--- src/rtl/pulse_width_pkg.sv ---
// Shared types and default sizing for the pulse-width measurement controller.
package pulse_width_pkg;

  typedef enum logic [1:0] {
    IDLE    = 2'd0,
    ARMED   = 2'd1,
    MEASURE = 2'd2,
    REPORT  = 2'd3
  } pw_state_t;

  localparam int DEF_CNT_W       = 16;
  localparam int DEF_SYNC_STAGES = 2;

endpackage

--- src/rtl/pulse_width_ctrl_edge.sv ---
// Synchroniser chain plus registered rise/fall strobes for one asynchronous level.
module edge_detect
  import pulse_width_pkg::*;
#(
  parameter int SYNC_STAGES = DEF_SYNC_STAGES
) (
  input  logic clk,
  input  logic rst,
  input  logic d,
  output logic rise,
  output logic fall
);

  logic [SYNC_STAGES-1:0] sync_q;
  logic                   s_d_q;
  logic                   rise_q;
  logic                   fall_q;
  logic                   s;

  assign s = sync_q[SYNC_STAGES-1];

  // rise and fall compare the same s/s_d pair, so they are mutually exclusive
  always_ff @(posedge clk or posedge rst) begin
    if (rst) begin
      sync_q <= '0;
      s_d_q  <= 1'b0;
      rise_q <= 1'b0;
      fall_q <= 1'b0;
    end else begin
      sync_q <= {sync_q[SYNC_STAGES-2:0], d};
      s_d_q  <= s;
      rise_q <= s & ~s_d_q;
      fall_q <= ~s & s_d_q;
    end
  end

  assign rise = rise_q;
  assign fall = fall_q;

endmodule

--- src/rtl/pulse_width_ctrl.sv ---
// Armed single-shot pulse-width measurement: sync/edge front end feeding an
// IDLE->ARMED->MEASURE->REPORT sequencer with a saturating width counter.
//
//   state   | meaning
//   IDLE    | waiting for arm
//   ARMED   | waiting for a fresh synchronised rising edge
//   MEASURE | counting high cycles until fall or saturation
//   REPORT  | result held on width/timeout until accepted
module pulse_width_ctrl
  import pulse_width_pkg::*;
#(
  parameter int               SYNC_STAGES = DEF_SYNC_STAGES,
  parameter int               CNT_W       = DEF_CNT_W,
  parameter logic [CNT_W-1:0] MAX_WIDTH   = {CNT_W{1'b1}}
) (
  input  logic             clk,
  input  logic             rst,
  input  logic             signal,
  input  logic             arm,
  output logic             busy,
  output logic             rise_pulse,
  output logic             fall_pulse,
  output logic [CNT_W-1:0] width,
  output logic             timeout,
  output logic             width_valid,
  input  logic             width_ready
);

  pw_state_t        state_q, state_d;
  logic [CNT_W-1:0] cnt_q, cnt_d;
  logic [CNT_W-1:0] width_q, width_d;
  logic             timeout_q, timeout_d;

  edge_detect #(
    .SYNC_STAGES(SYNC_STAGES)
  ) u_edge (
    .clk (clk),
    .rst (rst),
    .d   (signal),
    .rise(rise_pulse),
    .fall(fall_pulse)
  );

  always_ff @(posedge clk or posedge rst) begin
    if (rst) begin
      state_q   <= IDLE;
      cnt_q     <= '0;
      width_q   <= '0;
      timeout_q <= 1'b0;
    end else begin
      state_q   <= state_d;
      cnt_q     <= cnt_d;
      width_q   <= width_d;
      timeout_q <= timeout_d;
    end
  end

  always_comb begin
    state_d   = state_q;
    cnt_d     = cnt_q;
    width_d   = width_q;
    timeout_d = timeout_q;
    case (state_q)
      IDLE: begin
        if (arm) state_d = ARMED;
      end
      ARMED: begin
        if (rise_pulse) begin
          state_d = MEASURE;
          cnt_d   = CNT_W'(1);
        end
      end
      MEASURE: begin
        // a fall coinciding with saturation still reports a real width
        if (fall_pulse) begin
          state_d   = REPORT;
          width_d   = cnt_q;
          timeout_d = 1'b0;
        end else if (cnt_q == MAX_WIDTH) begin
          state_d   = REPORT;
          width_d   = MAX_WIDTH;
          timeout_d = 1'b1;
        end else begin
          cnt_d = cnt_q + CNT_W'(1);
        end
      end
      REPORT: begin
        if (width_ready) state_d = arm ? ARMED : IDLE;
      end
      default: state_d = IDLE;
    endcase
  end

  assign busy        = (state_q != IDLE);
  assign width_valid = (state_q == REPORT);
  assign width       = width_q;
  assign timeout     = timeout_q;

endmodule

--- config.mk ---
export PLATFORM = sky130hd
export DESIGN_NAME = pulse_width_ctrl
export DESIGN_NICKNAME = d
export VERILOG_FILES = /design/src/rtl/pulse_width_pkg.sv /design/src/rtl/pulse_width_ctrl_edge.sv /design/src/rtl/pulse_width_ctrl.sv
export SDC_FILE = /design/constraint.sdc
export NUM_CORES = 1
export LEC_CHECK = 0
export CAP_MARGIN = 15
export CORE_MARGIN = 4
export CORE_UTILIZATION = 54
export DETAILED_ROUTE_END_ITERATION = 16
export MAX_ROUTING_LAYER = met4
export PLACE_DENSITY_LB_ADDON = 0.25
export SLEW_MARGIN = 10
export SYNTH_ARGS = -nofsm -noshare
export SYNTH_HDL_FRONTEND = slang
export SYNTH_SLANG_ARGS = --single-unit
export TNS_END_PERCENT = 20
--- constraint.sdc ---
create_clock -name clk -period 2.4 [get_ports clk]
set_clock_uncertainty 0.2 [all_clocks]
set_input_delay 0.48 -clock clk [delete_from_list [all_inputs] [get_ports clk]]
set_output_delay 0.48 -clock clk [all_outputs]
set_load 0.02 [all_outputs]
==> impl_results.md <==
- WP data required: 1.72 ns
- Top cells by area, synth: dfrtp_1 (52%), o22a_1 (7.3%), ha_1 (3.9%), o31ai_1 (3.1%), o21ai_0 (2.9%)
- Main synth FF type: dfrtp_1
- Yosys reg bits: 40
- Slew headroom: 0.678
- Most frequent cell after synthesis: dfrtp_1
- Dpl cells: ~250
- Max Transition Viols Final: 0
- Distinct cells, synth: 38
- Drt pass-1 iters: 4
- Vias in the first global route: 1604
- Post-synth EDFFs: 0
- Die height: 67.8 um
- Startpoint Class: flop
- # IOs: 26
- Worst slew pin tran: around 0.48 ns
- Peak supply drop: ~710 uV
- Clock Power Share: 0.142
- MaxCap Viol Count: 0
- Sequential Power Share: 0.381
- Logic pwr share: 0.477
- Leak Pwr: slightly above 1 nW
- CTS Root Cell: clkbuf_4
- Hold_ws: between 0.15 and 0.2 ns
- Maximum clock frequency: between 400 and 500 MHz
- Final worst path period share: 0.981
- Power density over cell area: approximately 1100 nW/um^2
- Max clock buf depth: 2
- TritonCTS clock tree: done
- Number of diodes: 0
- Synthesized net count: 188
- Remaining DRCs: 0
- Synth area leader: dfrtp_1
- Post-Syn Area per Cell: 10.9 sq um
- Drt wl/cell: about 18 um
- Cell Int Power: roughly 1.6 mW
- Run status: completed
- Asr flop ratio synth: 1.00
- Vias: 1591
- Final min period: 2.35 ns
- Syn Inst Count: 177
- Skew-Pair Late Insertion Delay: roughly 0.36 ns
- Die width: between 60 and 70 um
- Rows: 21
- Post-synth top cells: dfrtp_1 (40), o22a_1 (16), nand2_1 (12)
- Area occupied by multi-input gates: roughly 850 sq um
- Post-synth top area share: 0.519
- Gpl congestion: approximately 0.84
- Fill cells: 252
- Register area: around 1000 sq um
- Net switching fraction of the power: 0.386
- First-pass GRT wire length: 7850 um
- # Post-CTS Setup Buffers: 0
- Synthesis Warnings: 0
- Layout Nets: 221
- Endpoint type of the worst setup path: output pin
- Mapped Area: about 1900 sq um
- Worst hold path class: reg -> reg
- Via-per-instance ratio: slightly above 6
- Final ANT Viol Nets: 0
- Fin cells: ~260
- Initial Util: 0.569
- Wirelength, routed: approximately 4700 um
- Critical path data arrival time: 1.67 ns
- Grt ovf: 0
- GRT Util Overall: 0.242
- PortBufs: 25
- Largest net degree at the start of global routing: between 40 and 50
- Net Sw Power: 1.01 mW
- Die Area: 4590 sq um
- H-tree levels: 2
- Crit path max fanout: 5
- Synth-to-layout area growth: 20.7%
- Final Util: 0.687
- DRT iter0 DRCs: 147
- CTS buffer count: 5
- Post-CTS Hold Fix Bufs: 0
- Critical path type: reg -> out
- Register area share after synthesis: 0.519
- Clk slew on worst S/H paths: 0.10 ns
- TNS Setup: 0 ns
- Share of cells above drive strength 1: 0.119
- Setup-failing EPs final: 0
- Core region area: ~3400 sq um
- Initial antenna violation count: 0
- CTS sink cnt: 40
- DP Wirelength: between 3000 and 4000 um
- Final hold vios: 0
-- final timing paths --
kind,startpoint,to,slack [ns],depth (start not counted)
setup / recovery,state_q[1],width_valid,0.05,2
hold / removal,u_edge.sync_q[0],u_edge.sync_q[1],0.18,0
setup reg to reg,state_q[0],cnt_q[3],0.14,7
hold reg to reg,u_edge.sync_q[0],u_edge.sync_q[1],0.18,0
max in group asynchronous,rst,cnt_q[6],1.34,3
min in group asynchronous,rst,u_edge.sync_q[0],0.33,3
-- state kept, by name, indices dropped and copies added, names as in the netlist --
| signal | flops |
|---|---|
| u_edge.sync_q | 2 |
| cnt_q | 16 |
| u_edge.fall | 1 |
| state_q | 2 |
| timeout | 1 |
| u_edge.s_d_q | 1 |
| width | 16 |
| u_edge.rise | 1 |
-- placed cells by master (no fill, tap or decap), types with 4 or more instances in the layout --
| master | instances |
|---|---|
| a21oi_1 | 4 |
| and4_1 | 4 |
| buf_4 | 11 |
| clkbuf_4 | 5 |
| clkdlybuf4s50_1 | 24 |
| dfrtp_1 | 40 |
| ha_1 | 5 |
| inv_1 | 6 |
| nand2_1 | 12 |
| nand3_1 | 10 |
| nor2_1 | 7 |
| o21ai_0 | 11 |
| o21ai_1 | 7 |
| o22a_1 | 16 |
| o31ai_1 | 8 |
-- metrics by stage --
step / setup WS [ns] / area (sq um) / total power, mW
2_1_floorplan: 0.352 / 1930 / 1.70
3_3_place_gp: 0.309 / 2250 / 2.17
3_5_place_dp: 0.131 / 2250 / 2.24
4_1_cts: 0.0817 / 2310 / 2.61
5_1_grt: -0.0102 / 2330 / 2.80
6_report: 0.0458 / 2330 / 2.62
-- area by class of cell --
cell class | instances | share of cell area
inverters | 6 | 0.00967
well taps | 46 | 0.0247
flip-flops and latches | 40 | 0.430
multi-input cells | 121 | 0.365
repair buffers | 36 | 0.142
clock buffers | 7 | 0.0279
-- metal layers --
metal  GRT usage  share of wire  vias up
met1       0.305           0.41      787
li1            -              -      727
met2       0.369           0.51       65
met4      0.0968          0.024        0
met3      0.0649          0.055       12
met5           -              0        -
-- power by group through the flow --
stage / clock [mW] / sequential, mW / combinational [mW]
floorplan: 0 / 1.16 / 0.545
finish: 0.373 / 0.997 / 1.25
global route: 0.415 / 1.03 / 1.35
detailed placement: 0 / 1.01 / 1.23
global placement: 0 / 0.992 / 1.18
CTS: 0.383 / 0.993 / 1.23
-- what timing repair did --
item / in CTS / in global routing
pin swaps: 0 / 1
cloned: 0 / 1
resized for setup: 1 / 1
setup endpoints to repair: 1 / 12
-- cells by family after synthesis --
| logic type | after synthesis | synth area share |
|---|---|---|
| AOI/OAI and AO/OA | 60 | 0.228 |
| adders and majority gates | 6 | 0.0389 |
| muxes | 1 | 0.00584 |
| buffers and inverters | 17 | 0.0480 |
| and+or+nand+nor | 53 | 0.161 |
| DFF | 40 | 0.519 |
-- critical path: stages, from the launching register on --
cell,delay (ns)
dfrtp_1,0.44
ha_1,0.25
clkdlybuf4s50_1,0.63
(Power assumes the default switching activity.)
